<file path="config.mk">
export PLATFORM = sky130hd
export DESIGN_NAME = axi_lite_slave_regs_flat
export DESIGN_NICKNAME = d
export VERILOG_FILES = /design/src/rtl/axi_lite_slave_regs_if.sv /design/src/rtl/axi_lite_slave_regs.sv /design/src/flat_wrapper.sv
export SDC_FILE = /design/constraint.sdc
export NUM_CORES = 1
export LEC_CHECK = 0
export CAP_MARGIN = 40
export CORE_UTILIZATION = 30
export DETAILED_ROUTE_END_ITERATION = 6
export DONT_BUFFER_PORTS = 1
export PLACE_DENSITY = 0.55
export SYNTH_ARGS = -nofsm -noshare
export SYNTH_HDL_FRONTEND = slang
export SYNTH_SLANG_ARGS = --single-unit
</file>
<file path="constraint.sdc">
create_clock -name clk_i -period 2.92 [get_ports clk_i]
set_input_delay 0.584 -clock clk_i [delete_from_list [all_inputs] [get_ports clk_i]]
set_output_delay 0.584 -clock clk_i [all_outputs]
set_load 0.05 [all_outputs]
</file>
<file path="src/rtl/axi_lite_slave_regs_if.sv">
// AXI-Lite bus bundle shared by the register responder and its masters.
// Channel widths follow the address/data parameters.
interface AXI_LITE #(
  parameter int ADDR_WIDTH = 4,
  parameter int DATA_WIDTH = 32
);
  localparam int STRB_WIDTH = DATA_WIDTH / 8;

  logic [ADDR_WIDTH-1:0] awaddr;
  logic [2:0]            awprot;
  logic                  awvalid;
  logic                  awready;

  logic [DATA_WIDTH-1:0] wdata;
  logic [STRB_WIDTH-1:0] wstrb;
  logic                  wvalid;
  logic                  wready;

  logic [1:0]            bresp;
  logic                  bvalid;
  logic                  bready;

  logic [ADDR_WIDTH-1:0] araddr;
  logic [2:0]            arprot;
  logic                  arvalid;
  logic                  arready;

  logic [DATA_WIDTH-1:0] rdata;
  logic [1:0]            rresp;
  logic                  rvalid;
  logic                  rready;

  modport slave (
    input  awaddr, awprot, awvalid,
    output awready,
    input  wdata, wstrb, wvalid,
    output wready,
    output bresp, bvalid,
    input  bready,
    input  araddr, arprot, arvalid,
    output arready,
    output rdata, rresp, rvalid,
    input  rready
  );

  modport master (
    output awaddr, awprot, awvalid,
    input  awready,
    output wdata, wstrb, wvalid,
    input  wready,
    input  bresp, bvalid,
    output bready,
    output araddr, arprot, arvalid,
    input  arready,
    input  rdata, rresp, rvalid,
    output rready
  );
endinterface

</file>
<file path="src/rtl/axi_lite_slave_regs.sv">
// AXI-Lite register bank responder: one outstanding write and one read,
// byte-strobed writes, SLVERR on out-of-range indices.
module axi_lite_slave_regs #(
  parameter int ADDR_WIDTH = 4,
  parameter int DATA_WIDTH = 32,
  parameter int STRB_WIDTH = DATA_WIDTH / 8,
  parameter int NUM_REGS   = 4
) (
  input  logic                           clk_i,
  input  logic                           rstn_i,
  AXI_LITE.slave                         axil,
  output logic [NUM_REGS*DATA_WIDTH-1:0] regs_o,
  output logic [NUM_REGS-1:0]            wr_pulse_o
);

  localparam int IW = ADDR_WIDTH - 2;
  localparam logic [IW:0] NREG = (IW+1)'(NUM_REGS);
  localparam logic [1:0] OKAY   = 2'b00;
  localparam logic [1:0] SLVERR = 2'b10;

  logic                  aw_held_q, aw_held_d;
  logic [ADDR_WIDTH-1:0] awaddr_q, awaddr_d;
  logic                  w_held_q, w_held_d;
  logic [DATA_WIDTH-1:0] wdata_q, wdata_d;
  logic [STRB_WIDTH-1:0] wstrb_q, wstrb_d;
  logic                  bvalid_q, bvalid_d;
  logic [1:0]            bresp_q, bresp_d;
  logic                  rvalid_q, rvalid_d;
  logic [DATA_WIDTH-1:0] rdata_q, rdata_d;
  logic [1:0]            rresp_q, rresp_d;
  logic [NUM_REGS-1:0]   wr_pulse_q, wr_pulse_d;
  logic [DATA_WIDTH-1:0] regs_q [NUM_REGS];
  logic [DATA_WIDTH-1:0] regs_d [NUM_REGS];

  logic                  aw_hs, w_hs, ar_hs, commit;
  logic [ADDR_WIDTH-1:0] wr_addr, rd_addr;
  logic [DATA_WIDTH-1:0] wr_data, rd_val;
  logic [STRB_WIDTH-1:0] wr_strb;
  logic [IW-1:0]         wr_idx, rd_idx;
  logic                  wr_ok, rd_ok;

  assign axil.awready = !aw_held_q && !bvalid_q;
  assign axil.wready  = !w_held_q && !bvalid_q;
  assign axil.arready = !rvalid_q;
  assign axil.bvalid  = bvalid_q;
  assign axil.bresp   = bresp_q;
  assign axil.rvalid  = rvalid_q;
  assign axil.rdata   = rdata_q;
  assign axil.rresp   = rresp_q;
  assign wr_pulse_o   = wr_pulse_q;

  for (genvar g = 0; g < NUM_REGS; g++) begin : g_flat
    assign regs_o[g*DATA_WIDTH +: DATA_WIDTH] = regs_q[g];
  end

  assign aw_hs = axil.awvalid && !aw_held_q && !bvalid_q;
  assign w_hs  = axil.wvalid && !w_held_q && !bvalid_q;
  assign ar_hs = axil.arvalid && !rvalid_q;

  // A held beat wins over the live bus; the live one is only used on its handshake.
  assign wr_addr = aw_held_q ? awaddr_q : axil.awaddr;
  assign wr_data = w_held_q ? wdata_q : axil.wdata;
  assign wr_strb = w_held_q ? wstrb_q : axil.wstrb;
  assign commit  = (aw_held_q || aw_hs) && (w_held_q || w_hs);

  assign wr_idx = wr_addr[ADDR_WIDTH-1:2];
  assign wr_ok  = {1'b0, wr_idx} < NREG;
  assign rd_addr = axil.araddr;
  assign rd_idx  = rd_addr[ADDR_WIDTH-1:2];
  assign rd_ok   = {1'b0, rd_idx} < NREG;

  logic unused_ok;
  assign unused_ok = ^{axil.awprot, axil.arprot,
                       wr_addr[1:0], rd_addr[1:0]};

  always_comb begin
    aw_held_d = aw_held_q;
    awaddr_d  = awaddr_q;
    w_held_d  = w_held_q;
    wdata_d   = wdata_q;
    wstrb_d   = wstrb_q;
    bvalid_d  = bvalid_q;
    bresp_d   = bresp_q;
    if (aw_hs) begin
      aw_held_d = 1'b1;
      awaddr_d  = axil.awaddr;
    end
    if (w_hs) begin
      w_held_d = 1'b1;
      wdata_d  = axil.wdata;
      wstrb_d  = axil.wstrb;
    end
    if (commit) begin
      aw_held_d = 1'b0;
      w_held_d  = 1'b0;
      bvalid_d  = 1'b1;
      bresp_d   = wr_ok ? OKAY : SLVERR;
    end else if (bvalid_q && axil.bready) begin
      bvalid_d = 1'b0;
    end
  end

  always_comb begin
    wr_pulse_d = '0;
    for (int i = 0; i < NUM_REGS; i++) begin
      regs_d[i] = regs_q[i];
      if (commit && wr_ok && wr_idx == IW'(i)) begin
        for (int k = 0; k < STRB_WIDTH; k++) begin
          if (wr_strb[k]) regs_d[i][8*k +: 8] = wr_data[8*k +: 8];
        end
        wr_pulse_d[i] = |wr_strb;
      end
    end
  end

  always_comb begin
    rd_val = '0;
    for (int i = 0; i < NUM_REGS; i++) begin
      if (rd_idx == IW'(i)) rd_val = regs_q[i];
    end
  end

  // Reads sample regs_q, so a same-edge write is not yet visible.
  always_comb begin
    rvalid_d = rvalid_q;
    rdata_d  = rdata_q;
    rresp_d  = rresp_q;
    if (ar_hs) begin
      rvalid_d = 1'b1;
      rdata_d  = rd_ok ? rd_val : '0;
      rresp_d  = rd_ok ? OKAY : SLVERR;
    end else if (rvalid_q && axil.rready) begin
      rvalid_d = 1'b0;
    end
  end

  always_ff @(posedge clk_i or negedge rstn_i) begin
    if (!rstn_i) begin
      aw_held_q  <= 1'b0;
      awaddr_q   <= '0;
      w_held_q   <= 1'b0;
      wdata_q    <= '0;
      wstrb_q    <= '0;
      bvalid_q   <= 1'b0;
      bresp_q    <= OKAY;
      rvalid_q   <= 1'b0;
      rdata_q    <= '0;
      rresp_q    <= OKAY;
      wr_pulse_q <= '0;
      for (int i = 0; i < NUM_REGS; i++) regs_q[i] <= '0;
    end else begin
      aw_held_q  <= aw_held_d;
      awaddr_q   <= awaddr_d;
      w_held_q   <= w_held_d;
      wdata_q    <= wdata_d;
      wstrb_q    <= wstrb_d;
      bvalid_q   <= bvalid_d;
      bresp_q    <= bresp_d;
      rvalid_q   <= rvalid_d;
      rdata_q    <= rdata_d;
      rresp_q    <= rresp_d;
      wr_pulse_q <= wr_pulse_d;
      for (int i = 0; i < NUM_REGS; i++) regs_q[i] <= regs_d[i];
    end
  end

endmodule

</file>
<file path="src/flat_wrapper.sv">
// flat-port wrapper written by rule: the top's interface ports become plain ports
module axi_lite_slave_regs_flat 
#(
  parameter int ADDR_WIDTH = 4,
  parameter int DATA_WIDTH = 32,
  parameter int STRB_WIDTH = DATA_WIDTH / 8,
  parameter int NUM_REGS   = 4
)
  (clk_i, rstn_i, regs_o, wr_pulse_o, axil_awaddr, axil_awprot, axil_awvalid, axil_awready, axil_wdata, axil_wstrb, axil_wvalid, axil_wready, axil_bresp, axil_bvalid, axil_bready, axil_araddr, axil_arprot, axil_arvalid, axil_arready, axil_rdata, axil_rresp, axil_rvalid, axil_rready);
  AXI_LITE #(.ADDR_WIDTH(ADDR_WIDTH), .DATA_WIDTH(DATA_WIDTH)) axil_i ();
  input  logic clk_i;
  input  logic rstn_i;
  output logic [NUM_REGS*DATA_WIDTH-1:0] regs_o;
  output logic [NUM_REGS-1:0] wr_pulse_o;
  input wire logic [$bits(axil_i.awaddr)-1:0] axil_awaddr;
  input wire logic [$bits(axil_i.awprot)-1:0] axil_awprot;
  input wire logic [$bits(axil_i.awvalid)-1:0] axil_awvalid;
  output wire logic [$bits(axil_i.awready)-1:0] axil_awready;
  input wire logic [$bits(axil_i.wdata)-1:0] axil_wdata;
  input wire logic [$bits(axil_i.wstrb)-1:0] axil_wstrb;
  input wire logic [$bits(axil_i.wvalid)-1:0] axil_wvalid;
  output wire logic [$bits(axil_i.wready)-1:0] axil_wready;
  output wire logic [$bits(axil_i.bresp)-1:0] axil_bresp;
  output wire logic [$bits(axil_i.bvalid)-1:0] axil_bvalid;
  input wire logic [$bits(axil_i.bready)-1:0] axil_bready;
  input wire logic [$bits(axil_i.araddr)-1:0] axil_araddr;
  input wire logic [$bits(axil_i.arprot)-1:0] axil_arprot;
  input wire logic [$bits(axil_i.arvalid)-1:0] axil_arvalid;
  output wire logic [$bits(axil_i.arready)-1:0] axil_arready;
  output wire logic [$bits(axil_i.rdata)-1:0] axil_rdata;
  output wire logic [$bits(axil_i.rresp)-1:0] axil_rresp;
  output wire logic [$bits(axil_i.rvalid)-1:0] axil_rvalid;
  input wire logic [$bits(axil_i.rready)-1:0] axil_rready;
  assign axil_i.awaddr = axil_awaddr;
  assign axil_i.awprot = axil_awprot;
  assign axil_i.awvalid = axil_awvalid;
  assign axil_awready = axil_i.awready;
  assign axil_i.wdata = axil_wdata;
  assign axil_i.wstrb = axil_wstrb;
  assign axil_i.wvalid = axil_wvalid;
  assign axil_wready = axil_i.wready;
  assign axil_bresp = axil_i.bresp;
  assign axil_bvalid = axil_i.bvalid;
  assign axil_i.bready = axil_bready;
  assign axil_i.araddr = axil_araddr;
  assign axil_i.arprot = axil_arprot;
  assign axil_i.arvalid = axil_arvalid;
  assign axil_arready = axil_i.arready;
  assign axil_rdata = axil_i.rdata;
  assign axil_rresp = axil_i.rresp;
  assign axil_rvalid = axil_i.rvalid;
  assign axil_i.rready = axil_rready;
  axi_lite_slave_regs #(.ADDR_WIDTH(ADDR_WIDTH), .DATA_WIDTH(DATA_WIDTH), .STRB_WIDTH(STRB_WIDTH), .NUM_REGS(NUM_REGS)) u_core (.clk_i(clk_i), .rstn_i(rstn_i), .axil(axil_i), .regs_o(regs_o), .wr_pulse_o(wr_pulse_o));
endmodule
</file>
Word level (Yosys, flattened, before mapping)
Index checks and enable logic that the tools add are counted.

Flip-flop bits (word level): 208. Word-level logic and storage cells: 93. Input bits: 57.

Equal/unequal tests: 6. Reductions and logical operators: 43. Muxes and demuxes: 19.

Operators with widths (count): $mux W32 (5); $reduce_and A2 Y1 (16); $logic_and A1 B1 Y1 (14); $mux W1 (12); $eq A2 B2 Y1 const B (4); $mux W4 (2); $reduce_bool A2 Y1 (4); $eq A2 B1 Y1 const B (2); $logic_not A1 Y1 (4); $logic_not A2 Y1 (2); $reduce_or A4 Y1 (1); $logic_or A1 B1 Y1 (2).

Longest topological paths before layout
Word-level depth: 7. Mapped depth: 7.

Worst setup path after synthesis
OpenSTA, ideal clock, no wires.

Path kind: register to register. Start: reg u_core.bvalid_q, in the netlist u_core.axil.bvalid. End: reg u_core.wdata_q[10]. Path slack: 0.501 ns. Clock period less this slack: 2.419 ns. Data arrival time: 2.294 ns. Required time: 2.795 ns. Buffers on the path: 2. Stages on the path, launching flop included: 6. Cells stage by stage: dfrtp_1 -> nor2_1 -> and2_1 -> buf_2 -> buf_2 -> mux2_2.

Word-level cells in the longest chain between the ends: 2.

Ends and longest elaborated chain: from (decl) (line axi_lite_slave_regs.sv:26) `logic bvalid_q, bvalid_d;`; from (signal assigned) (line axi_lite_slave_regs.sv:157) `bvalid_q <= bvalid_d;`; $logic_not A1 Y1 (line axi_lite_slave_regs.sv:57) `assign w_hs = axil.wvalid && !w_held_q && !bvalid_q;`; $logic_and A1 B1 Y1 (line axi_lite_slave_regs.sv:57); to (signal assigned) (line axi_lite_slave_regs.sv:155) `wdata_q <= wdata_d;`; to (decl) (line axi_lite_slave_regs.sv:24) `logic [DATA_WIDTH-1:0] wdata_q, wdata_d;`.

No other way between the ends. A chain may end at the register's enable or synchronous reset.

Final worst setup path
Start: reg u_core.aw_held_q. End: reg u_core.regs_q (netlist bit u_core.regs_o[59]).

Word-level cells in the longest chain between the ends: 7.

Ends and longest elaborated chain: from (decl) (line axi_lite_slave_regs.sv:21) `logic aw_held_q, aw_held_d;`; from (signal assigned) (line axi_lite_slave_regs.sv:152) `aw_held_q <= aw_held_d;`; $logic_not A1 Y1 (line axi_lite_slave_regs.sv:56) `assign aw_hs = axil.awvalid && !aw_held_q && !bvalid_q;`; $logic_and A1 B1 Y1 (2 in series) (line axi_lite_slave_regs.sv:56); $logic_or A1 B1 Y1 (line axi_lite_slave_regs.sv:64) `assign commit = (aw_held_q || aw_hs) && (w_held_q || w_hs);`; $logic_and A1 B1 Y1 (line axi_lite_slave_regs.sv:64); $logic_and A1 B1 Y1 (*) (line axi_lite_slave_regs.sv:107) `if (commit && wr_ok && wr_idx == IW'(i)) begin`; $reduce_and A2 Y1 (no source line) (*); to (decl) (line axi_lite_slave_regs.sv:32) `logic [DATA_WIDTH-1:0] regs_q [NUM_REGS];`.

Every way passes the cells marked *; elsewhere a longest branch is shown, timed or not.

==> flow_metrics.tcl <==
set metrics [dict create \
    worstSetupPathType "reg2reg" \
    r2r_slack_ns 0.57 \
    cts_sinks 206 \
    grt_setup_unrepaired "no" \
    synth_top_cell_area_share_pct 56.1 \
    ys_seq_area_share_pct 56.1 \
    synth.distinct_cells 31 \
    portBuffers 0 \
    cap_violations 0 \
    hold_viol 206 \
    clkLatencyLatePin_ns 0.51 \
    synth-edff-count 0 \
    max_freq_mhz 425 \
    critical_path_required_ns 3.31 \
    nNetsFinal 625 \
    die_width_um 177 \
    timing.final.crit_share_pct 80.6 \
    startpoint_type "flop" \
    core_um2 29900 \
    slew_headroom_pct 40.1 \
    synth_area_leader_cell "dfrtp_1" \
    ys_warn_count 0 \
    arrival_ns 2.75 \
    cts_root_buf "clkbuf_16" \
    yosys-top-cells-count "206 x dfrtp_1, 205 x mux2_2, 32 x mux4_2" \
    top_layer "met4" \
    critical-path-max-stage-delay_ns 0.93 \
    endpoint_kind "flop" \
    drt_iter0_markers 140 \
    syn_area_per_cell_um2 16.6 \
    fin_tns_setup_ns 0 \
    cts_buffer_depth 3 \
    setup_ws_ns 0.566 \
    r2r-end "u_core.regs_o[59]" \
    netlist_area_um2 9190 \
    track_usage_pct 15.1 \
    wl_um 23700 \
    crit_fanout 16 \
    netlist_top_cells_area "dfrtp_1 56%, mux2_2 25%, mux4_2 7.8%" \
    cp_cell_sequence "nand2_1 -> o32a_1 -> nor2_4 -> mux2_2" \
    fin_crit_ns 2.35 \
    h-tree-depth 1 \
    slowest_stage "dfrtp_1" \
    cts_resized 0 \
    vias_per_cell 5.03 \
    seq_area_um2 5160 \
    setup_viol 0 \
    multiInputGateArea_um2 3890 \
    grt_pass1_wl_um 35600 \
    post-place-ws_ns 0.539 \
    grt_max_degree 207 \
    wl_met1_um 9450 \
    firstDrtPassIters 4 \
    yosysMostFrequentCell "dfrtp_1" \
    fp-row-count 63 \
    timing.hold.ws_ns -0.236 \
    fin_skew_ns 0.00882 \
    dp.final_hpwl_um 15700 \
    area_delta_synth_final_pct 14.6 \
    finalMaxSlewViolations 0 \
    dr_wl_met2_um 11800 \
    antenna_found_initial 0 \
    outcome "finished, violations left" \
    reg2reg_depth 4 \
    synth_cells 555 \
    grt-ovfl-total 0 \
    num_vias 4896 \
    n_antenna_cell 0 \
    first_global_vias 5588 \
    post_cts_buffers 0 \
    wire_per_inst_um 24.3 \
    die_area_um2 31300 \
    antenna_left 0 \
    die_y_um 177 \
    async_flop_share_pct 100 \
    cts_buffers 25 \
    fillCellCount 2813 \
    r2r_start "u_core.aw_held_q" \
    drive_gt1_share_pct 54.5 \
    start_util_pct 30.8 \
    drc_errors 0 \
    hp-class "in2async" \
    tightestPinTransition_ns 0.898 \
    violations "hold timing" \
    synth_flop_cell "dfrtp_1" \
    clkTransAtPathRegs_ns 0.06 \
    globalplace.congestion 0.753 \
    ys_ff_latch 206 \
    num_io_pins 230 \
    cts_tree "built" \
    wl_met3_um 2070 \
]
## cells in the final DEF, fill, tap and decap left out
master	instances
a31oi_4	1
a21oi_2	1
o221ai_4	4
and2_1	1
nor4_1	1
nor2b_4	1
o22ai_1	1
nor2_1	8
o32a_1	1
nand2_1	2
a21oi_1	1
clkbuf_8	3
and3b_2	1
mux2_4	4
clkbuf_16	25
inv_1	4
dfrtp_1	205
o21bai_1	2
nor2_4	17
dfrtp_2	1
nor2b_1	1
a32oi_4	1
buf_12	1
o21a_1	1
clkbuf_1	4
mux2_1	24
o21ai_0	2
mux4_2	32
inv_6	1
nor3_1	3
bufinv_16	6
buf_4	9
conb_1	4
mux2_2	205
and2b_1	1
clkinv_2	4
and2_2	1
## through the flow
| step | instances | utilization (%) | area, um2 | hold slack (ns) |
|---|---|---|---|---|
| 2_1_floorplan | 558 | - | 9200 | 0.288 |
| 3_5_place_dp | 931 | 32.3 | 9640 | 0.294 |
| 4_1_cts | 974 | 35.2 | 10500 | -0.265 |
| 6_report | 974 | 35.2 | 10500 | -0.236 |
| 3_3_place_gp | 931 | 32.3 | 9640 | 0.296 |
| 5_1_grt | 974 | 35.2 | 10500 | -0.268 |
## per-layer routing
| metal | GRT usage [%] | vias up |
|---|---|---|
| met5 | 0 | - |
| met4 | 3.02 | 0 |
| met3 | 5.13 | 29 |
| met2 | 26.4 | 171 |
| met1 | 18.0 | 2616 |
| li1 | - | 2080 |
## cell type report
type / instances / share of cell area, %
clock buffers: 32 / 6.48
clock inverters: 11 / 1.98
inverters: 4 / 0.143
multi-input cells: 321 / 37.0
flip-flops and latches: 206 / 49.0
well taps: 390 / 4.63
repair buffers: 10 / 0.832
## logic make-up after synthesis
logic type,share of synthesized area (%)
AO/OA/AOI/OAI,2.36
buffers and inverters,1.74
flip-flops,56.1
multiplexers,36.6
other,0.0408
AND/OR/NAND/NOR,3.19
## worst max-delay path, delay by kind of cell, from the launching register on
| kind | cells | cell delay [ns] |
|---|---|---|
| muxes | 1 | 0.39 |
| and+or+nand+nor | 2 | 0.52 |
| DFF | 1 | 0.93 |
| AOI/OAI and AO/OA | 1 | 0.38 |
## flip-flops by register name (all words and copies together) (netlist names), 2 cells and up
register	count
u_core.wstrb_q	4
u_core.wr_pulse_o	4
u_core.awaddr_q	2
u_core.wdata_q	32
u_core.regs_o	128
u_core.axil.rdata	32
## worst max path at each step
stage / slack [ns] / to / startpoint / depth (start not counted)
floorplan: 0.50 / u_core.wdata_q[10] / u_core.axil.bvalid / 5
global placement: 0.65 / u_core.regs_o[37] / u_core.aw_held_q / 4
detailed placement: 0.54 / u_core.regs_o[60] / u_core.aw_held_q / 4
CTS: 0.52 / u_core.regs_o[35] / u_core.aw_held_q / 4
global route: 0.45 / u_core.regs_o[33] / u_core.aw_held_q / 4
finish: 0.57 / u_core.regs_o[59] / u_core.aw_held_q / 4
Power is not shown: default switching activity piles up to over one toggle a cycle in this logic, so the estimate is an artifact.
